<file path="config.mk">
export PLATFORM = sky130hd
export DESIGN_NAME = ddr2_local_arbiter
export DESIGN_NICKNAME = d
export VERILOG_FILES = /design/src/rtl/ddr2_local_arbiter.sv
export SDC_FILE = /design/constraint.sdc
export NUM_CORES = 1
export LEC_CHECK = 0
export CAP_MARGIN = 40
export CORE_ASPECT_RATIO = 1.5
export CORE_MARGIN = 10
export CORE_UTILIZATION = 40
export DETAILED_ROUTE_END_ITERATION = 10
export MAX_ROUTING_LAYER = met4
export PLACE_DENSITY = 0.81
export SLEW_MARGIN = 20
export SYNTH_ARGS = -nofsm -noshare
export SYNTH_HDL_FRONTEND = slang
export SYNTH_SLANG_ARGS = --single-unit
</file>
<file path="constraint.sdc">
create_clock -name phy_clk -period 3.5 [get_ports phy_clk]
set_input_delay 0.875 -clock phy_clk [delete_from_list [all_inputs] [get_ports phy_clk]]
set_output_delay 0.875 -clock phy_clk [all_outputs]
set_load 0.05 [all_outputs]
</file>
<file path="src/rtl/ddr2_local_arbiter.sv">
// Two-port round-robin arbiter in front of the DDR2 controller local interface, with read-return steering.
// Optional DDR2_ARB_PERF_EN adds per-port command counters and a read-tag high-water mark.
module ddr2_local_arbiter #(
   parameter int unsigned ADDR_W  = 25,
   parameter int unsigned DATA_W  = 32,
   parameter int unsigned BE_W    = 4,
   parameter int unsigned SIZE_W  = 3,
   parameter int unsigned RD_TAGS = 8
) (
   input  logic                phy_clk,
   input  logic                reset_phy_clk_n,
   input  logic                local_init_done,
   input  logic [ADDR_W-1:0]   p0_address,
   input  logic [SIZE_W-1:0]   p0_size,
   input  logic [BE_W-1:0]     p0_be,
   input  logic [DATA_W-1:0]   p0_wdata,
   input  logic                p0_read_req,
   input  logic                p0_write_req,
   input  logic                p0_burstbegin,
   output logic                p0_ready,
   output logic [DATA_W-1:0]   p0_rdata,
   output logic                p0_rdata_valid,
   input  logic [ADDR_W-1:0]   p1_address,
   input  logic [SIZE_W-1:0]   p1_size,
   input  logic [BE_W-1:0]     p1_be,
   input  logic [DATA_W-1:0]   p1_wdata,
   input  logic                p1_read_req,
   input  logic                p1_write_req,
   input  logic                p1_burstbegin,
   output logic                p1_ready,
   output logic [DATA_W-1:0]   p1_rdata,
   output logic                p1_rdata_valid,
   output logic [ADDR_W-1:0]   local_address,
   output logic [SIZE_W-1:0]   local_size,
   output logic [BE_W-1:0]     local_be,
   output logic [DATA_W-1:0]   local_wdata,
   output logic                local_read_req,
   output logic                local_write_req,
   output logic                local_burstbegin,
   input  logic                local_ready,
   input  logic [DATA_W-1:0]   local_rdata,
   input  logic                local_rdata_valid,
`ifdef DDR2_ARB_PERF_EN
   output logic [31:0]         p0_cmd_count,
   output logic [31:0]         p1_cmd_count,
   output logic [$clog2(RD_TAGS):0] rd_tags_max,
`endif
   output logic                arb_error
);

   localparam int unsigned PTR_W = $clog2(RD_TAGS);
   localparam int unsigned CNT_W = PTR_W + 1;

   typedef enum logic [0:0] {S_IDLE = 1'b0, S_WBURST = 1'b1} state_t;

   state_t              r_state;
   state_t              w_state_nxt;
   logic                r_run;
   logic                r_rr;
   logic                r_lock;
   logic [SIZE_W-1:0]   r_wcnt;
   logic [PTR_W-1:0]    r_wptr;
   logic [PTR_W-1:0]    r_rptr;
   logic [CNT_W-1:0]    r_cnt;
   logic [CNT_W-1:0]    w_cnt_nxt;
   logic [SIZE_W-1:0]   r_rcnt;
   logic                r_err;
   logic [DATA_W-1:0]   r_p0_rdata;
   logic [DATA_W-1:0]   r_p1_rdata;
   logic                r_tag_port [RD_TAGS];
   logic [SIZE_W-1:0]   r_tag_size [RD_TAGS];

   logic                w_en;
   logic                w_full;
   logic                w_empty;
   logic                w_rd0;
   logic                w_rd1;
   logic                w_elig0;
   logic                w_elig1;
   logic                w_gnt_vld;
   logic                w_gnt;
   logic                w_sel_wr;
   logic                w_sel_rd;
   logic [SIZE_W-1:0]   w_sel_size;
   logic [SIZE_W-1:0]   w_size_eff;
   logic                w_acc_rd;
   logic                w_acc_wr;
   logic                w_head_port;
   logic [SIZE_W-1:0]   w_head_size;
   logic [SIZE_W-1:0]   w_rcnt_inc;
   logic                w_ret;
   logic                w_pop;
   logic                w_push;

   // r_run keeps the command path dark until the first clock after reset release
   assign w_en    = r_run & local_init_done;
   assign w_full  = (r_cnt == CNT_W'(RD_TAGS));
   assign w_empty = (r_cnt == '0);
   assign w_rd0   = p0_read_req & ~p0_write_req & ~w_full;
   assign w_rd1   = p1_read_req & ~p1_write_req & ~w_full;
   assign w_elig0 = p0_write_req | w_rd0;
   assign w_elig1 = p1_write_req | w_rd1;

   always_ff @(posedge phy_clk or negedge reset_phy_clk_n) begin
      if (!reset_phy_clk_n) r_state <= S_IDLE;
      else                  r_state <= w_state_nxt;
   end

   always_comb begin
      w_state_nxt = r_state;
      unique case (r_state)
         S_IDLE:   if (w_acc_wr && w_size_eff != SIZE_W'(1)) w_state_nxt = S_WBURST;
         S_WBURST: if (w_acc_wr && r_wcnt == SIZE_W'(1))     w_state_nxt = S_IDLE;
         default:  w_state_nxt = S_IDLE;
      endcase
   end

   // grant selection: free round-robin in IDLE, locked port during a write burst
   always_comb begin
      w_gnt_vld = 1'b0;
      w_gnt     = 1'b0;
      unique case (r_state)
         S_IDLE: begin
            if (w_en && (w_elig0 || w_elig1)) begin
               w_gnt_vld = 1'b1;
               w_gnt     = (w_elig0 && w_elig1) ? r_rr : w_elig1;
            end
         end
         S_WBURST: begin
            if (w_en) begin
               w_gnt_vld = 1'b1;
               w_gnt     = r_lock;
            end
         end
         default: ;
      endcase
   end

   assign w_sel_wr   = w_gnt ? p1_write_req : p0_write_req;
   assign w_sel_rd   = (r_state == S_IDLE) & (w_gnt ? w_rd1 : w_rd0);
   assign w_sel_size = w_gnt ? p1_size : p0_size;
   assign w_size_eff = (w_sel_size == '0) ? SIZE_W'(1) : w_sel_size;

   assign local_write_req  = w_gnt_vld & w_sel_wr;
   assign local_read_req   = w_gnt_vld & w_sel_rd;
   assign local_burstbegin = w_gnt_vld & (w_gnt ? p1_burstbegin : p0_burstbegin);
   assign local_address    = w_gnt_vld ? (w_gnt ? p1_address : p0_address) : '0;
   assign local_size       = w_gnt_vld ? w_sel_size : '0;
   assign local_be         = w_gnt_vld ? (w_gnt ? p1_be : p0_be) : '0;
   assign local_wdata      = w_gnt_vld ? (w_gnt ? p1_wdata : p0_wdata) : '0;
   assign p0_ready         = w_gnt_vld & ~w_gnt & local_ready;
   assign p1_ready         = w_gnt_vld &  w_gnt & local_ready;

   assign w_acc_rd = local_ready & local_read_req;
   assign w_acc_wr = local_ready & local_write_req;

   always_ff @(posedge phy_clk or negedge reset_phy_clk_n) begin
      if (!reset_phy_clk_n) begin
         r_run  <= 1'b0;
         r_rr   <= 1'b0;
         r_lock <= 1'b0;
         r_wcnt <= '0;
      end else begin
         r_run <= 1'b1;
         if (r_state == S_IDLE) begin
            if (w_acc_rd) begin
               r_rr <= ~w_gnt;
            end else if (w_acc_wr) begin
               if (w_size_eff == SIZE_W'(1)) begin
                  r_rr <= ~w_gnt;
               end else begin
                  r_lock <= w_gnt;
                  r_wcnt <= w_size_eff - SIZE_W'(1);
               end
            end
         end else if (w_acc_wr) begin
            r_wcnt <= r_wcnt - SIZE_W'(1);
            if (r_wcnt == SIZE_W'(1)) r_rr <= ~r_lock;
         end
      end
   end

   // outstanding-read tag FIFO; head entry steers returning beats
   assign w_head_port = r_tag_port[r_rptr];
   assign w_head_size = r_tag_size[r_rptr];
   assign w_rcnt_inc  = r_rcnt + SIZE_W'(1);
   assign w_ret       = local_rdata_valid & ~w_empty;
   assign w_pop       = w_ret & (w_rcnt_inc == w_head_size);
   assign w_push      = w_acc_rd;

   always_comb begin
      w_cnt_nxt = r_cnt;
      unique case ({w_push, w_pop})
         2'b10:   w_cnt_nxt = r_cnt + CNT_W'(1);
         2'b01:   w_cnt_nxt = r_cnt - CNT_W'(1);
         default: w_cnt_nxt = r_cnt;
      endcase
   end

   always_ff @(posedge phy_clk) begin
      if (w_push) begin
         r_tag_port[r_wptr] <= w_gnt;
         r_tag_size[r_wptr] <= w_size_eff;
      end
   end

   always_ff @(posedge phy_clk or negedge reset_phy_clk_n) begin
      if (!reset_phy_clk_n) begin
         r_wptr     <= '0;
         r_rptr     <= '0;
         r_cnt      <= '0;
         r_rcnt     <= '0;
         r_err      <= 1'b0;
         r_p0_rdata <= '0;
         r_p1_rdata <= '0;
      end else begin
         r_cnt <= w_cnt_nxt;
         if (w_push) r_wptr <= r_wptr + PTR_W'(1);
         if (w_pop) begin
            r_rptr <= r_rptr + PTR_W'(1);
            r_rcnt <= '0;
         end else if (w_ret) begin
            r_rcnt <= w_rcnt_inc;
         end
         if (local_rdata_valid && w_empty) r_err <= 1'b1;
         if (w_ret && !w_head_port) r_p0_rdata <= local_rdata;
         if (w_ret &&  w_head_port) r_p1_rdata <= local_rdata;
      end
   end

   assign p0_rdata_valid = w_ret & ~w_head_port;
   assign p1_rdata_valid = w_ret &  w_head_port;
   assign p0_rdata       = p0_rdata_valid ? local_rdata : r_p0_rdata;
   assign p1_rdata       = p1_rdata_valid ? local_rdata : r_p1_rdata;
   assign arb_error      = r_err;

`ifdef DDR2_ARB_PERF_EN
   logic [31:0]      r_p0_cmd_count;
   logic [31:0]      r_p1_cmd_count;
   logic [CNT_W-1:0] r_tags_max;
   logic             w_cmd_acc;

   // a command is a read accept or the first beat of a write
   assign w_cmd_acc = w_acc_rd | (w_acc_wr & (r_state == S_IDLE));

   always_ff @(posedge phy_clk or negedge reset_phy_clk_n) begin
      if (!reset_phy_clk_n) begin
         r_p0_cmd_count <= '0;
         r_p1_cmd_count <= '0;
         r_tags_max     <= '0;
      end else begin
         if (w_cmd_acc && !w_gnt) r_p0_cmd_count <= r_p0_cmd_count + 32'd1;
         if (w_cmd_acc &&  w_gnt) r_p1_cmd_count <= r_p1_cmd_count + 32'd1;
         if (w_cnt_nxt > r_tags_max) r_tags_max <= w_cnt_nxt;
      end
   end

   assign p0_cmd_count = r_p0_cmd_count;
   assign p1_cmd_count = r_p1_cmd_count;
   assign rd_tags_max  = r_tags_max;
`endif

endmodule

</file>
==> results.md, run 1 <==
- Outcome: finished with violations
- Failing checks: setup timing
- Vias per inst: 5.491
- Core area: 14460 µm²
- Largest delay share family, worst path: simple AND/OR/NAND/NOR gates
- Crit-path cells: or4b_4 -> a21o_4 -> a211oi_2 -> a21oi_2 -> nor2_4 -> buf_12 -> buf_16 -> a22o_1 -> buf_12
- Total clock buffers created by CTS: 17
- Clock Skew: 0.009001 ns
- Worst Setup Start Kind: flip-flop
- Root buffer selected by CTS: clkbuf_16
- Comb pwr share: 0.654
- Synth-to-layout area growth: 103.6%
- Post-route cell area: 11940 µm²
- Share of flip-flops with an asynchronous set or reset: 0.7265
- Endpoints failing hold: 0
- Critical path class: flip-flop to primary output
- Layout cells sized above 1: 0.4009
- Initial antenna violation count: 10
- Worst skew pair latency: between 0.4 and 0.5 ns
- WP depth: 9
- Slew margin rel.: 0.5137
- Boundary pin count: 307
- Area leader, netlist: dfrtp_1
- WL final: about 30000 µm
- Htree depth: 4
- Final setup TNS: -3.539 ns
- Horiz. Die Dim: about 120 µm
- Remaining global-route overflow: 0
- EDFF count, synth: 32
- CTS Sinks: approximately 120
- Hold_buf cts: 0
- Seq/Total Area, Yosys: 0.5266
- Crit path required time: about 2.6 ns
- Vias in the first global route: 6633
- Hpwl dp: 21770 µm
- Worst hold path class: flip-flop to flip-flop
- Worst-margin pin slew: 0.7294 ns
- Clock network fraction of total power: 0.148
- Max-slew violation count: 0
- Number of remaining DRC errors: 0
- Clk buf depth: 2
- Die H: roughly 170 µm
- Synth Register Bits: 117
- CP endpoint kind: primary output
- Utilization after layout: 0.8259
- Drt wl/cell: 27.73 µm
- Critical Path Fanout Max: 7
- First-pass GRT wire length: around 42000 µm
- Post-synthesis cell type count: 61
- R2R depth: 14
- Syn_nets: 690
- Maximum VDD drop: 0.5900 mV
- Synthesized area per cell: approximately 12 µm²
- Yosys top cell area share: 0.3627
- MaxCap Viol Count: 0
- Switching Share: 0.4527
- Crit-path slowest cell: or4b_4
- Leakage: around 5.2 nW
- Hold Slack: 0.4771 ns
- Fmax: 277.9 MHz
- Final Critical Period: 3.598 ns
- Nets: 1053
- Worst-path clk slew: 0.05 ns
- PnR Total Power: around 0.011 W
- Reg power frac: 0.198
- Arrival @ worst endpoint: about 2.7 ns
- CTS tree: done
- Top cells by area, synth: dfrtp_1 (36%), edfxtp_1 (16%), a22o_1 (9.4%), nand2_1 (7.2%), mux2_2 (6.5%)
- Hold path depth: 1
- First-pass detailed-route iteration total: 5
- Sw Pwr: 0.005143 W
- Pwr Density: around 950 nW/µm²
- Detailed Route Iter0 Violations: 521
- Main synth FF type: dfrtp_1
- Fillers: 714
- Initial Util: 0.4056
- DRT antenna net count: 0
- Max stage delay on crit path: 0.60 ns
- Period utilization: 1.028
- Area after DPL: ~10000 µm²
- # rows: 54
- Die area: 20000 µm²
- IO Port Bufs: 306
- CP bufs+invs: 3
- Total number of vias: approximately 6000
- Internal: 0.006216 W
- Synth Warn #: 0
- Overall routing resource usage: 0.2859
- Cells after Synth: 508
- Setup violators final: 67
- Final Worst Setup Slack: -0.09826 ns
- CP most frequent cell: buf_12
- RSZ-0062 raised after global routing: true
- Mapped cell area: ~5900 µm²
- Largest net degree at the start of global routing: between 50 and 60
- GP Congestion: 0.8944
-- layout by cell type (no fill, tap or decap), drive strengths merged, types with 11 or more instances in the layout --
| cell type | synthesis | final |
|---|---|---|
| a22o | 63 | 63 |
| buf | 15 | 197 |
| clkbuf | 14 | 32 |
| clkdlybuf4s50 | 0 | 168 |
| dfrtp | 85 | 85 |
| diode | 0 | 11 |
| edfxtp | 32 | 32 |
| inv | 14 | 14 |
| mux2 | 36 | 36 |
| nand2 | 112 | 112 |
| nor2 | 18 | 18 |
-- cell families after synthesis --
| kind of cell | Yosys count | synth area share |
|---|---|---|
| buffers and inverters | 43 | 0.03094 |
| AO/OA/AOI/OAI | 97 | 0.1427 |
| XOR/XNOR | 13 | 0.01942 |
| flip-flops | 117 | 0.5266 |
| other | 1 | 0.0006395 |
| AND/OR/NAND/NOR | 173 | 0.1391 |
| multiplexers | 53 | 0.1159 |
| adder cells (fa/ha/maj) | 11 | 0.02475 |
-- cells in the mapped netlist (2+ instances only) --
library cell / instances
nand2_1: 112
inv_1: 14
a21oi_1: 6
a2111oi_1: 2
nor2b_1: 4
edfxtp_1: 32
or2_2: 2
ha_1: 10
mux2_2: 34
mux2i_1: 9
nor4b_1: 3
clkbuf_1: 14
buf_2: 10
nor3_1: 7
nand2b_1: 6
o21ai_0: 6
xor2_1: 7
nand4_1: 3
mux4_2: 8
a21o_1: 3
dfrtp_1: 85
nor4_1: 2
and2_1: 3
nor3b_1: 2
buf_1: 4
o22ai_1: 2
xnor2_1: 6
a22o_1: 63
nor2_1: 17
-- power groups by stage --
stage	sequential (W)	clock [W]	combinational, W
final	0.00225	0.00168	0.00743
after global routing	0.00228	0.00177	0.00770
after CTS	0.00223	0.00170	0.00716
after detailed placement	0.00224	0	0.00684
after global placement	0.00219	0	0.00669
after floorplan	0.00210	0	0.00397
-- routing by layer --
metal,wire length [µm],global-route usage
met5,0,-
met4,749,0.09483
met3,4178,0.1547
met2,14870,0.4580
met1,10430,0.2944
-- repair_timing --
action | CTS | global route
endpoints found under the setup margin | 110 | 105
cloned | 3 | 8
hold endpoints to repair | 0 | 0
resized for setup | 50 | 41
setup buffers | 12 | 8
pin swaps | 20 | 13
-- final timing paths --
| check | slack (ns) | from | end |
|---|---|---|---|
| worst max-delay path | -0.1 | r_cnt[2] | local_address[20] |
| worst min-delay path | 0.48 | arb_error | arb_error |
| worst max register to register | 0.24 | r_cnt[2] | r_rr |
| worst min register to register | 0.48 | arb_error | arb_error |
| max in group asynchronous | 2.23 | reset_phy_clk_n | r_state |
| min in group asynchronous | 0.52 | reset_phy_clk_n | r_p0_rdata[11] |
-- state kept, by name, summed over array words and instances (netlist names) --
register    flops
r_rr            1
r_state         1
r_p0_rdata     32
r_rcnt          3
r_tag_port      8
r_wcnt          3
arb_error       1
r_wptr          3
r_tag_size     24
r_lock          1
r_p1_rdata     32
r_cnt           4
r_rptr          3
r_run           1
-- through the flow --
stage | setup WS (ns) | std cells
floorplan | 0.008054 | 508
global placement | -0.06788 | 1017
detailed placement | -0.1473 | 1017
CTS | -0.1402 | 1063
global route | -0.1580 | 1090
finish | -0.09826 | 1090
-- final cells by class --
type	count	area [µm²]	area share
Clock buffer	26	499.2	0.04181
Timing Repair Buffer	373	4805	0.4023
Tap cell	196	245.2	0.02054
Inverter	14	52.55	0.004401
Multi-Input combinational cell	348	3146	0.2634
Sequential cell	117	3092	0.2589
Antenna cell	11	27.53	0.002305
Clock inverter	5	75.07	0.006287
No activity file was read; power rests on OpenSTA's default activity.
==> run 2: changes to the inputs <==
--- a/config.mk
+++ b/config.mk
@@ -8,10 +8,10 @@
 export CAP_MARGIN = 40
 export CORE_ASPECT_RATIO = 1.5
 export CORE_MARGIN = 10
-export CORE_UTILIZATION = 40
+export CORE_UTILIZATION = 43
 export DETAILED_ROUTE_END_ITERATION = 10
 export MAX_ROUTING_LAYER = met4
-export PLACE_DENSITY = 0.81
+export PLACE_DENSITY = 0.86
 export SLEW_MARGIN = 20
 export SYNTH_ARGS = -nofsm -noshare
 export SYNTH_HDL_FRONTEND = slang
==> constraint.sdc (replaced) <==
create_clock -name phy_clk -period 4.2 [get_ports phy_clk]
set_input_delay 1.05 -clock phy_clk [delete_from_list [all_inputs] [get_ports phy_clk]]
set_output_delay 1.05 -clock phy_clk [all_outputs]
set_load 0.05 [all_outputs]
==> run 2 against run 1 <==
Effect of this change:
- via count shrank 4.8%
- combinational power decreased by 22%
- hold slack improved by 0.0093 ns
- sequential share of layout area grew 2.4 points
- count of clock-buffer cells in the layout down 5
- first-iteration DRC count down 2.1%
- largest cell class unchanged
- worst setup slack improved by 0.23 ns
- the run now ends clean
- highest routed layer unchanged
- flip-flop and latch count unchanged
- cell count down 7.2%
==> results.md, run 2 (same netlist as run 1, synthesis figures left out) <==
- Core area: between 10000 and 15000 µm²
- Setup repair bufs after CTS: 0
- Crit path required time: around 3.2 ns
- R2r setup slk: 0.70 ns
- Critical path class: input port to primary output
- Crit-path slowest cell: clkdlybuf4s50_1
- Vias per inst: 5.632
- GP Congestion: 0.9208
- Arrival @ worst endpoint: roughly 3 ns
- Largest delay share family, worst path: buffers and inverters
- CTS Sinks: 117
- Hold path startpoint: arb_error
- Overall routing resource usage: 0.2932
- Endpoints failing hold: 0
- Outcome: finished clean
- Clock Skew: 0.006080 ns
- Placed cell count: 966
- CTS tree: done
- Worst-margin pin slew: 0.7315 ns
- Die area: 18810 µm²
- Worst skew pair latency: roughly 0.42 ns
- Horiz. Die Dim: around 120 µm
- Boundary pin count: 307
- Leakage: 4.634 nW
- Setup violators final: 0
- Synth-to-layout area growth: 85.96%
- Remaining global-route overflow: 0
- Critical Path Fanout Max: 21
- Drt wl/cell: 26.80 µm
- Total clock buffers created by CTS: 17
- Worst Hold End: arb_error
- Number of remaining DRC errors: 0
- First-pass detailed-route iteration total: 6
- Most frequent cells in the layout: clkdlybuf4s50_1 (170), nand2_1 (111), buf_12 (108), dfrtp_1 (85), a22o_1 (63)
- Worst Setup Start Kind: input port
- Max-slew violation count: 0
- Critical R2R Launch: r_cnt[0]
- Met2 Usage GRT: 0.4706
- Layout cells sized above 1: 0.2963
- CP bufs+invs: 3
- Root buffer selected by CTS: clkbuf_16
- Vias in the first global route: 6296
- Detailed Route Iter0 Violations: 510
- Crit-path cells: clkdlybuf4s50_1 -> nor2b_1 -> a21oi_2 -> nand3_1 -> nand2_4 -> clkbuf_16 -> a22o_1 -> buf_12
- Hold_buf cts: 0
- # rows: 52
- IO Port Bufs: slightly above 300
- Pwr Density: approximately 850 nW/µm²
- Biggest regs: r_p0_rdata x32, r_p1_rdata x32, r_tag_size x24
- Met1 Usage GRT: 0.3032
- Fmax: 245.9 MHz
- First-pass GRT wire length: between 30000 and 40000 µm
- Period utilization: 0.9685
- Clk buf depth: 2
- R2R Path End: r_rr
- Final Critical Period: 4.068 ns
- Post-route insts no fill: 1012
- Hold path depth: 1
- DRT antenna net count: 0
- Hpwl dp: 21390 µm
- GRT Max-Usage Layer: met2
- RSZ-0062 raised after global routing: false
- Post-CTS sizing: 0
- Final setup TNS: 0 ns
- Nets: 1006
- CP endpoint kind: primary output
- MaxCap Viol Count: 0
- Worst hold path class: flip-flop to flip-flop
- Worst-path clk slew: 0.05 ns
- Maximum VDD drop: 0.4370 mV
- Total number of vias: 5700
- Die H: 163.0 µm
- Largest net degree at the start of global routing: 56
- Commonest non-fill, non-tap cell in the layout: clkdlybuf4s50_1
- WL final: between 20000 and 30000 µm
- Htree depth: 4
- R2R depth: 10
- Initial antenna violation count: 10
- Grt met3 use: 0.1641
- Max stage delay on crit path: ~0.53 ns
- Initial Util: 0.4354
- Slew margin rel.: 0.5113
run 2: cell count changes in the layout (fill, tap and decap cells not counted), sizes merged:
| cell | previous run | this run |
|---|---|---|
| clkinv | 3 | 6 |
| inv | 14 | 16 |
| diode | 11 | 13 |
| clkinvlp | 0 | 1 |
| clkdlybuf4s50 | 168 | 170 |
| dlygate4sd2 | 2 | 0 |
| clkbuf | 32 | 22 |
| buf | 197 | 155 |
run 2: per-layer routing:
| metal | up-vias | wire length, µm |
|---|---|---|
| met4 | 0 | 443 |
| met1 | 2791 | 9567 |
| li1 | 2500 | - |
| met2 | 376 | 13240 |
| met3 | 33 | 3872 |
| met5 | - | 0 |
run 2: how the worst max path moves through the flow:
stage | from | to | slack [ns] | depth (start not counted)
4_1_cts | p0_write_req | local_be[0] | 0.10 | 8
6_report | p0_write_req | local_address[22] | 0.13 | 8
2_1_floorplan | p0_read_req | local_read_req | 0.33 | 6
3_5_place_dp | p0_write_req | r_rr | 0.06 | 11
5_1_grt | p0_write_req | local_address[19] | 0.02 | 8
3_3_place_gp | p0_write_req | r_rr | 0.17 | 11
run 2: final cells by class:
cell class                      instances  area, µm²
Multi-Input combinational cell        348       2610
Antenna cell                           13      32.53
Inverter                               14      52.55
Sequential cell                       117       3088
Tap cell                              162      202.7
Fill cell                             705       2562
Clock inverter                         11      132.6
Timing Repair Buffer                  326       4262
Clock buffer                           21      525.5
run 2: worst register-to-register path: cells and delay by family, from the launching register on:
family	cells	cell delay [ns]
multiplexers	2	0.77
flip-flops	1	0.44
AND/OR/NAND/NOR	3	1.03
AO/OA/AOI/OAI	3	0.62
adder cells (fa/ha/maj)	1	0.32
buffers and inverters	1	0.21
run 2: stage by stage:
stage                 util  area (µm²)  total power, W  hold slack, ns  worst slack (ns)
floorplan                -        5869        0.005055          0.4538            0.3264
global placement    0.7542       10160        0.007418          0.4377            0.1715
detailed placement  0.7562       10180        0.007599          0.4740           0.06214
CTS                 0.8051       10840        0.009245          0.4863            0.1049
global route        0.8092       10900        0.009560          0.5052           0.01831
finish              0.8097       10910        0.009224          0.4864            0.1325
run 2: power breakdown:
group | switching (W) | internal [W] | total [W] | leakage [nW]
clock | 0.000549 | 0.00102 | 0.00157 | 0.322
sequential | 0.000280 | 0.00159 | 0.00187 | 1.31
combinational | 0.00340 | 0.00238 | 0.00578 | 3.00
